### src/rtl/mem_port_arbiter.sv
// mem_port_arbiter
//   Shares one memory port between instruction fetch (requester 0) and load/store
//   (requester 1). Drives the select line of the 2:1 address mux, registers the winning
//   address and write enable, runs the request/ack handshake with memory, and aborts an
//   access that never receives an ack.
//
//   Build option: define ROUND_ROBIN_EN for alternating priority on ties. Without it
//   load/store always wins a tie.
//
// Parameters
//   AW       address width
//   TIMEOUT  cycles in a serve state without mem_ack before abort (0 disables)
//   TCW      watchdog counter width, 2**TCW must exceed TIMEOUT
//
// Ports
//   clk, rst_n       clock (rising edge), asynchronous active-low reset
//   req0, addr0      fetch request (level) and address
//   req1, addr1, we1 load/store request (level), address, write flag
//   mem_ack          memory completes the current access (1-cycle pulse)
//   sel              mux select, 0 = fetch, 1 = load/store
//   mem_req          access in progress toward memory
//   mem_addr, mem_we registered address / write enable of the current access
//   gnt0, gnt1       1-cycle pulse: request accepted, address captured
//   done0, done1     1-cycle pulse: access finished (ack or timeout)
//   err              1-cycle pulse alongside donex when the watchdog fired
module mem_port_arbiter #(
  parameter int unsigned AW      = 32,
  parameter int unsigned TIMEOUT = 64,
  parameter int unsigned TCW     = 7
) (
  input  logic          clk,
  input  logic          rst_n,
  input  logic          req0,
  input  logic [AW-1:0] addr0,
  input  logic          req1,
  input  logic [AW-1:0] addr1,
  input  logic          we1,
  input  logic          mem_ack,
  output logic          sel,
  output logic          mem_req,
  output logic [AW-1:0] mem_addr,
  output logic          mem_we,
  output logic          gnt0,
  output logic          gnt1,
  output logic          done0,
  output logic          done1,
  output logic          err
);

  typedef enum logic [1:0] {StIdle, StServe0, StServe1} state_e;

  state_e         state_q;
  logic [TCW-1:0] wd_q;
  logic           win1;
  logic           any_req;
  logic           wd_limit;

`ifdef ROUND_ROBIN_EN
  // 1: load/store wins the next tie; always favours the requester not granted last.
  logic prio_q;
  assign win1 = req1 & (~req0 | prio_q);
`else
  assign win1 = req1;
`endif

  assign any_req  = req0 | req1;
  assign wd_limit = (TIMEOUT != 0) && (wd_q == TCW'(TIMEOUT - 1));

  always_ff @(posedge clk or negedge rst_n) begin
    if (!rst_n) begin
      state_q  <= StIdle;
      wd_q     <= '0;
      sel      <= 1'b0;
      mem_req  <= 1'b0;
      mem_addr <= '0;
      mem_we   <= 1'b0;
      gnt0     <= 1'b0;
      gnt1     <= 1'b0;
      done0    <= 1'b0;
      done1    <= 1'b0;
      err      <= 1'b0;
`ifdef ROUND_ROBIN_EN
      prio_q   <= 1'b1;
`endif
    end else begin
      gnt0  <= 1'b0;
      gnt1  <= 1'b0;
      done0 <= 1'b0;
      done1 <= 1'b0;
      err   <= 1'b0;
      unique case (state_q)
        StIdle: begin
          // mem_ack here is stray and deliberately ignored; sel keeps its last value.
          if (any_req) begin
            state_q  <= win1 ? StServe1 : StServe0;
            sel      <= win1;
            mem_req  <= 1'b1;
            mem_addr <= win1 ? addr1 : addr0;
            mem_we   <= win1 & we1;
            gnt0     <= ~win1;
            gnt1     <= win1;
            wd_q     <= '0;
`ifdef ROUND_ROBIN_EN
            prio_q   <= ~win1;
`endif
          end
        end
        StServe0, StServe1: begin
          // An ack arriving on the limit cycle takes precedence over the timeout.
          if (mem_ack || wd_limit) begin
            state_q <= StIdle;
            mem_req <= 1'b0;
            mem_we  <= 1'b0;
            wd_q    <= '0;
            done0   <= (state_q == StServe0);
            done1   <= (state_q == StServe1);
            err     <= ~mem_ack;
          end else if (TIMEOUT != 0) begin
            wd_q <= wd_q + TCW'(1);
          end
        end
        default: state_q <= StIdle;
      endcase
    end
  end

endmodule

### config.mk
export PLATFORM = sky130hd
export DESIGN_NAME = mem_port_arbiter
export DESIGN_NICKNAME = d
export VERILOG_FILES = /design/src/rtl/mem_port_arbiter.sv
export SDC_FILE = /design/constraint.sdc
export NUM_CORES = 1
export LEC_CHECK = 0
export CORE_ASPECT_RATIO = 1.25
export CORE_MARGIN = 2
export CORE_UTILIZATION = 36
export CTS_BUF_LIST = sky130_fd_sc_hd__clkbuf_16
export DETAILED_ROUTE_END_ITERATION = 8
export PLACE_DENSITY = 0.79
export SYNTH_ARGS = -nofsm -noshare
export SYNTH_HDL_FRONTEND = slang
export SYNTH_SLANG_ARGS = --single-unit
### constraint.sdc
create_clock -name clk -period 1.89 [get_ports clk]
set_clock_uncertainty 0.05 [all_clocks]
set_input_delay 0.189 -clock clk [delete_from_list [all_inputs] [get_ports clk]]
set_output_delay 0.189 -clock clk [all_outputs]
set_load 0.01 [all_outputs]
### After elaboration in Yosys (flattened, before gate mapping)

Cells that the tools add are included.

* flip-flop bits (word level): 49

* muxes and demuxes: 23
* bitwise logic cells: 4
* eq/ne operators: 5
* reductions and logical operators: 8
* add/subtract/negate cells: 1

Operator list (count)
* $mux W32: 1
* $mux W7: 2
* $pmux W7 S2: 1
* $mux W1: 13
* $add A7 B1 Y7 const B: 1
* $eq A7 B6 Y1 const B: 1
* $mux W2: 3
* $reduce_and A2 Y1: 3
* $ne A2 B2 Y1 const B: 2
* $pmux W1 S2: 2
* $pmux W2 S2: 1
* $reduce_and A3 Y1: 1
* $eq A2 B1 Y1 const B: 1
* $eq A2 B2 Y1 const B: 1
* $logic_not A2 Y1: 1
* $not A1 Y1: 2
* $reduce_bool A2 Y1: 1
* $reduce_or A2 Y1: 1
* $and A1 B1 Y1: 1
* $logic_or A1 B1 Y1: 1
* $or A1 B1 Y1: 1

### Logic depth before layout (Yosys ltp)

* depth in word-level cells: 4
* mapped depth: 7
* mapped depth without buffers: 6

### Least setup slack after synthesis

No wires, ideal clock.

* path type: flip-flop to flip-flop
* from: register state_q[0]
* to: register wd_q[5]
* period minus slack after synthesis: 1812 ps
* data required time: 1764 ps
* slack: 78 ps
* cell stages (with the launch flop): 8
* data arrival time: 1686 ps
* path through: dfrtp_1 inv_1 ha_1 nor3b_1 or2_1 buf_2 or4_1 o21ai_1

* word-level cells in the longest chain between the ends: 4
* elaborated cells between the ends (all ways): 8
* those cells by class: 3 x eq/ne; 1 x mux; 4 x reduce/logical

Ends and longest elaborated chain
* from (decl): line 52 `state_e state_q;`
* from (signal assigned): line 71 `state_q <= StIdle;`
* from (signal assigned): line 95 `state_q <= win1 ? StServe1 : StServe0;`
* from (signal assigned): line 111 `state_q <= StIdle;`
* $eq A2 B1 Y1 / $eq A2 B2 Y1 (equally long branches): line 91 `unique case (state_q)`
* $reduce_or A2 Y1: line 91
* $reduce_bool A2 Y1 (no source line)
* $reduce_and A2 Y1 (no source line)
* to (signal assigned): line 119 `wd_q <= wd_q + TCW'(1);`
* to (decl): line 53 `logic [TCW-1:0] wd_q;`

Several ways; a longest one is shown, not always the timed one.
A chain may end at the register's enable or synchronous reset.

### Worst setup path after layout

* from: register wd_q[0]
* to: register wd_q[5]

* word-level cells in the longest chain between the ends: 4
* elaborated cells between the ends (all ways): 5
* those cells by class: 1 x add/sub; 1 x eq/ne; 2 x mux; 1 x reduce/logical

Ends and longest elaborated chain
* parallel branches: the longest is 2 deep, another holds $add A7 B1 Y7
* $mux W7 *: line 110 `if (mem_ack || wd_limit) begin`
* $pmux W7 S2 *: line 91

Mark *: on every way between the ends.

==> results.sh <==
export IMPL_filler_cell_count=510
export IMPL_wl_per_cell_um=12.71
export IMPL_cap_viol_max_count=0
export IMPL_vias=1961
export IMPL_grt_antenna_before_repair=0
export IMPL_grt_pass1_wl_um=8756
export IMPL_multi_input_area_um2=984.7
export IMPL_globalRoute_busiestLayer="met2"
export IMPL_fin_util_pct=60.76
export IMPL_post_route_cell_area_um2=3722
export IMPL_rsz0062_at_grt="no"
export IMPL_arrival_ps=1950
export IMPL_syn_inst=222
export IMPL_synth_seq_cells=49
export IMPL_ys_seq_area_share_pct=54.32
export IMPL_die_area_um2=6924
export IMPL_timing_fmax_mhz=556.4
export IMPL_startpoint_type="flop"
export IMPL_dp_slack_ps=96.10
export IMPL_worstHoldPathCells=3
export IMPL_slew_viol_final=0
export IMPL_cts_num_sinks=49
export IMPL_fin_nets=408
export IMPL_p_total_mw=5.029
export IMPL_path_cells="ha_2, and4b_2, a31o_1, or4_1, o21ai_1"
export IMPL_htreeDepth=2
export IMPL_drtIter0Drc=76
export IMPL_seq_area_um2=1226
export IMPL_worstSkewPairLatency_ps=280
export IMPL_required_ps=2050
export IMPL_first_global_vias=1949
export IMPL_drc=0
export IMPL_slowest_delay_ps=490
export IMPL_design_portCount=110
export IMPL_grtUsageTotal_pct=16.08
export IMPL_synthToLayoutAreaGrowth_pct=64.91
export IMPL_grt_max_degree=43
export IMPL_cp_max_fo=4
export IMPL_first_pass_iters=4
export IMPL_crit_type="flop to flop"
export IMPL_gr_total_overflow=0
export IMPL_dp_final_hpwl_um=4170
export IMPL_tightest_slew_ps=521.0
export IMPL_placed_area_um2=3503
export IMPL_power_per_cell_area_nw_per_um2=1351
export IMPL_use_met1_pct=19.55
export IMPL_slew_headroom_pct=65.27
export IMPL_portBuffers=109
export IMPL_tns_ps=0
export IMPL_status="complete, no violations"
export IMPL_max_vdd_ir_drop_uv=571.8
export IMPL_min_period_ps=1797
export IMPL_wirelength_um=5337
export IMPL_num_rows=32
export IMPL_syn_cell_area_um2=2257
export IMPL_period_share_pct=95.10
export IMPL_cp_end_kind="flop"
export IMPL_hold_path_class="input pin to flop"
export IMPL_p_leak_nw=1.661
export IMPL_detail_route_antenna_nets=0
export IMPL_met2_usage_pct=27.27
export IMPL_start_util_pct=36.85
export IMPL_core_area_um2=6126
export IMPL_cts_made_buffers=5
export IMPL_tritoncts="built"
export IMPL_gr_usage_met3_pct=4.679
export IMPL_via_per_inst=4.669
export IMPL_antenna_cells=0
export IMPL_syn_area_per_cell_um2=10.17
export IMPL_yosysUniqueCellTypes=30
export IMPL_cp_slowest_cell="or4_1"
export IMPL_hold_viol_final=0
export IMPL_cts_root_buffer="clkbuf_16"
export IMPL_die_w_um=74.83
export IMPL_reg2reg_depth=5
export IMPL_cts_buffer_depth=2
export IMPL_setup_viol=0
export IMPL_layout_drive_gt1_share_pct=6.866
export IMPL_clk_pin_slew_ps=60
export IMPL_syn_nets=296
export IMPL_gp_congestion=0.7717
export IMPL_ys_warn_count=0
export IMPL_worst_slack_ps=92.61
export IMPL_die_y_um=92.53
==> synthesized netlist by cell type <==
library cell,number,share of area (%)
a22oi_1,1,0.33
a21o_1,2,0.66
clkbuf_1,11,1.8
o21ai_1,1,0.22
nand3_1,4,0.89
and3_1,2,0.55
nand2b_1,2,0.55
buf_2,1,0.22
or4_1,1,0.33
a31o_1,1,0.39
buf_1,1,0.17
inv_1,5,0.83
ha_1,4,2.2
dfrtp_1,49,54
and4b_1,1,0.44
nor2_1,7,1.2
or2_1,1,0.28
a31oi_1,3,0.83
buf_4,1,0.33
nand2_1,38,6.3
and2_1,1,0.28
a22o_1,1,0.39
nor2b_1,2,0.55
o21a_1,1,0.33
nor4b_1,1,0.39
mux2i_1,32,14
a32o_1,1,0.44
o21ai_0,43,9.5
nor3b_1,1,0.33
a21oi_1,3,0.66
==> through the flow <==
stage | cells | hold slack (ps)
final | 420 | 330.3
after global routing | 420 | 338.4
after CTS | 420 | 326.8
after detailed placement | 411 | 142.2
after global placement | 411 | 138.5
after floorplan | 222 | -156.6
==> registers in the layout, indices dropped and copies added (netlist names) <==
| register | count |
|---|---|
| err | 1 |
| state_q | 2 |
| mem_addr | 32 |
| done1 | 1 |
| mem_req | 1 |
| mem_we | 1 |
| gnt0 | 1 |
| done0 | 1 |
| wd_q | 7 |
| gnt1 | 1 |
| sel | 1 |
==> logic make-up after synthesis <==
group / after synthesis / share of synthesized area, %
buf+inv: 19 / 3.381
mux: 32 / 14.19
fa+ha+maj: 4 / 2.217
compound gates: 57 / 13.80
flops: 49 / 54.32
simple gates: 61 / 12.09
==> placed cells by master (no fill, tap or decap), types with 2 or more instances in the layout <==
cell	n
o21ai_0	42
buf_12	3
buf_4	6
dfrtp_1	49
a31oi_1	2
nor2b_1	2
a21oi_1	3
a21o_1	2
inv_1	5
nand3_1	4
buf_2	2
nand2b_1	2
and3_1	2
mux2i_1	32
clkbuf_16	5
clkdlybuf4s50_1	107
nor2_1	7
ha_1	3
nand2_1	38
bufinv_16	2
==> per-layer routing <==
metal / up-vias / part of all wire, % / wire length [um]
li1: 996 / - / -
met5: - / 0 / 0
met4: 0 / 0.49 / 26
met1: 905 / 40 / 2119
met3: 2 / 5.3 / 282
met2: 58 / 55 / 2909
==> repair_timing <==
action / in CTS / in global routing
resized for setup: 0 / 4
setup buffers: 0 / 0
hold buffers: 1 / 0
endpoints found under the hold margin: 21 / 0
setup endpoints to repair: 0 / 4
==> power by group <==
part / leakage (nW) / switching, mW / internal [mW]
Sequential: 0.617 / 0.223 / 1.47
Clock: 0.0938 / 0.365 / 0.755
Combinational: 0.950 / 1.03 / 1.19
==> worst max-delay path, delay by kind of cell, from the launching register on <==
family / cells / cell delay, ps
DFF: 1 / 410
adders and majority gates: 1 / 210
and+or+nand+nor: 2 / 740
AOI/OAI and AO/OA: 2 / 320
==> cell type report <==
type                       instances  area share [%]
clock buffer                       5           3.361
clock inverter                     3           1.748
inverter                           5          0.5042
multi-input combinational        154           26.45
sequential                        49           32.94
tap                               85           2.857
timing repair buffer             119           32.13
==> worst paths after layout <==
path	startpoint	endpoint	slack (ps)
worst min register to register	mem_addr[5]$_DFFE_PN0P_	mem_addr[5]$_DFFE_PN0P_	430
worst max-delay path	wd_q[0]$_DFFE_PN0P_	wd_q[5]$_DFFE_PN0P_	90
min in group asynchronous	rst_n	mem_req$_DFFE_PN0P_	370
max in group asynchronous	rst_n	mem_addr[19]$_DFFE_PN0P_	900
worst min-delay path	req1	gnt0$_DFF_PN0_	330
worst max register to register	wd_q[0]$_DFFE_PN0P_	wd_q[5]$_DFFE_PN0P_	90
(Power assumes the default switching activity.)
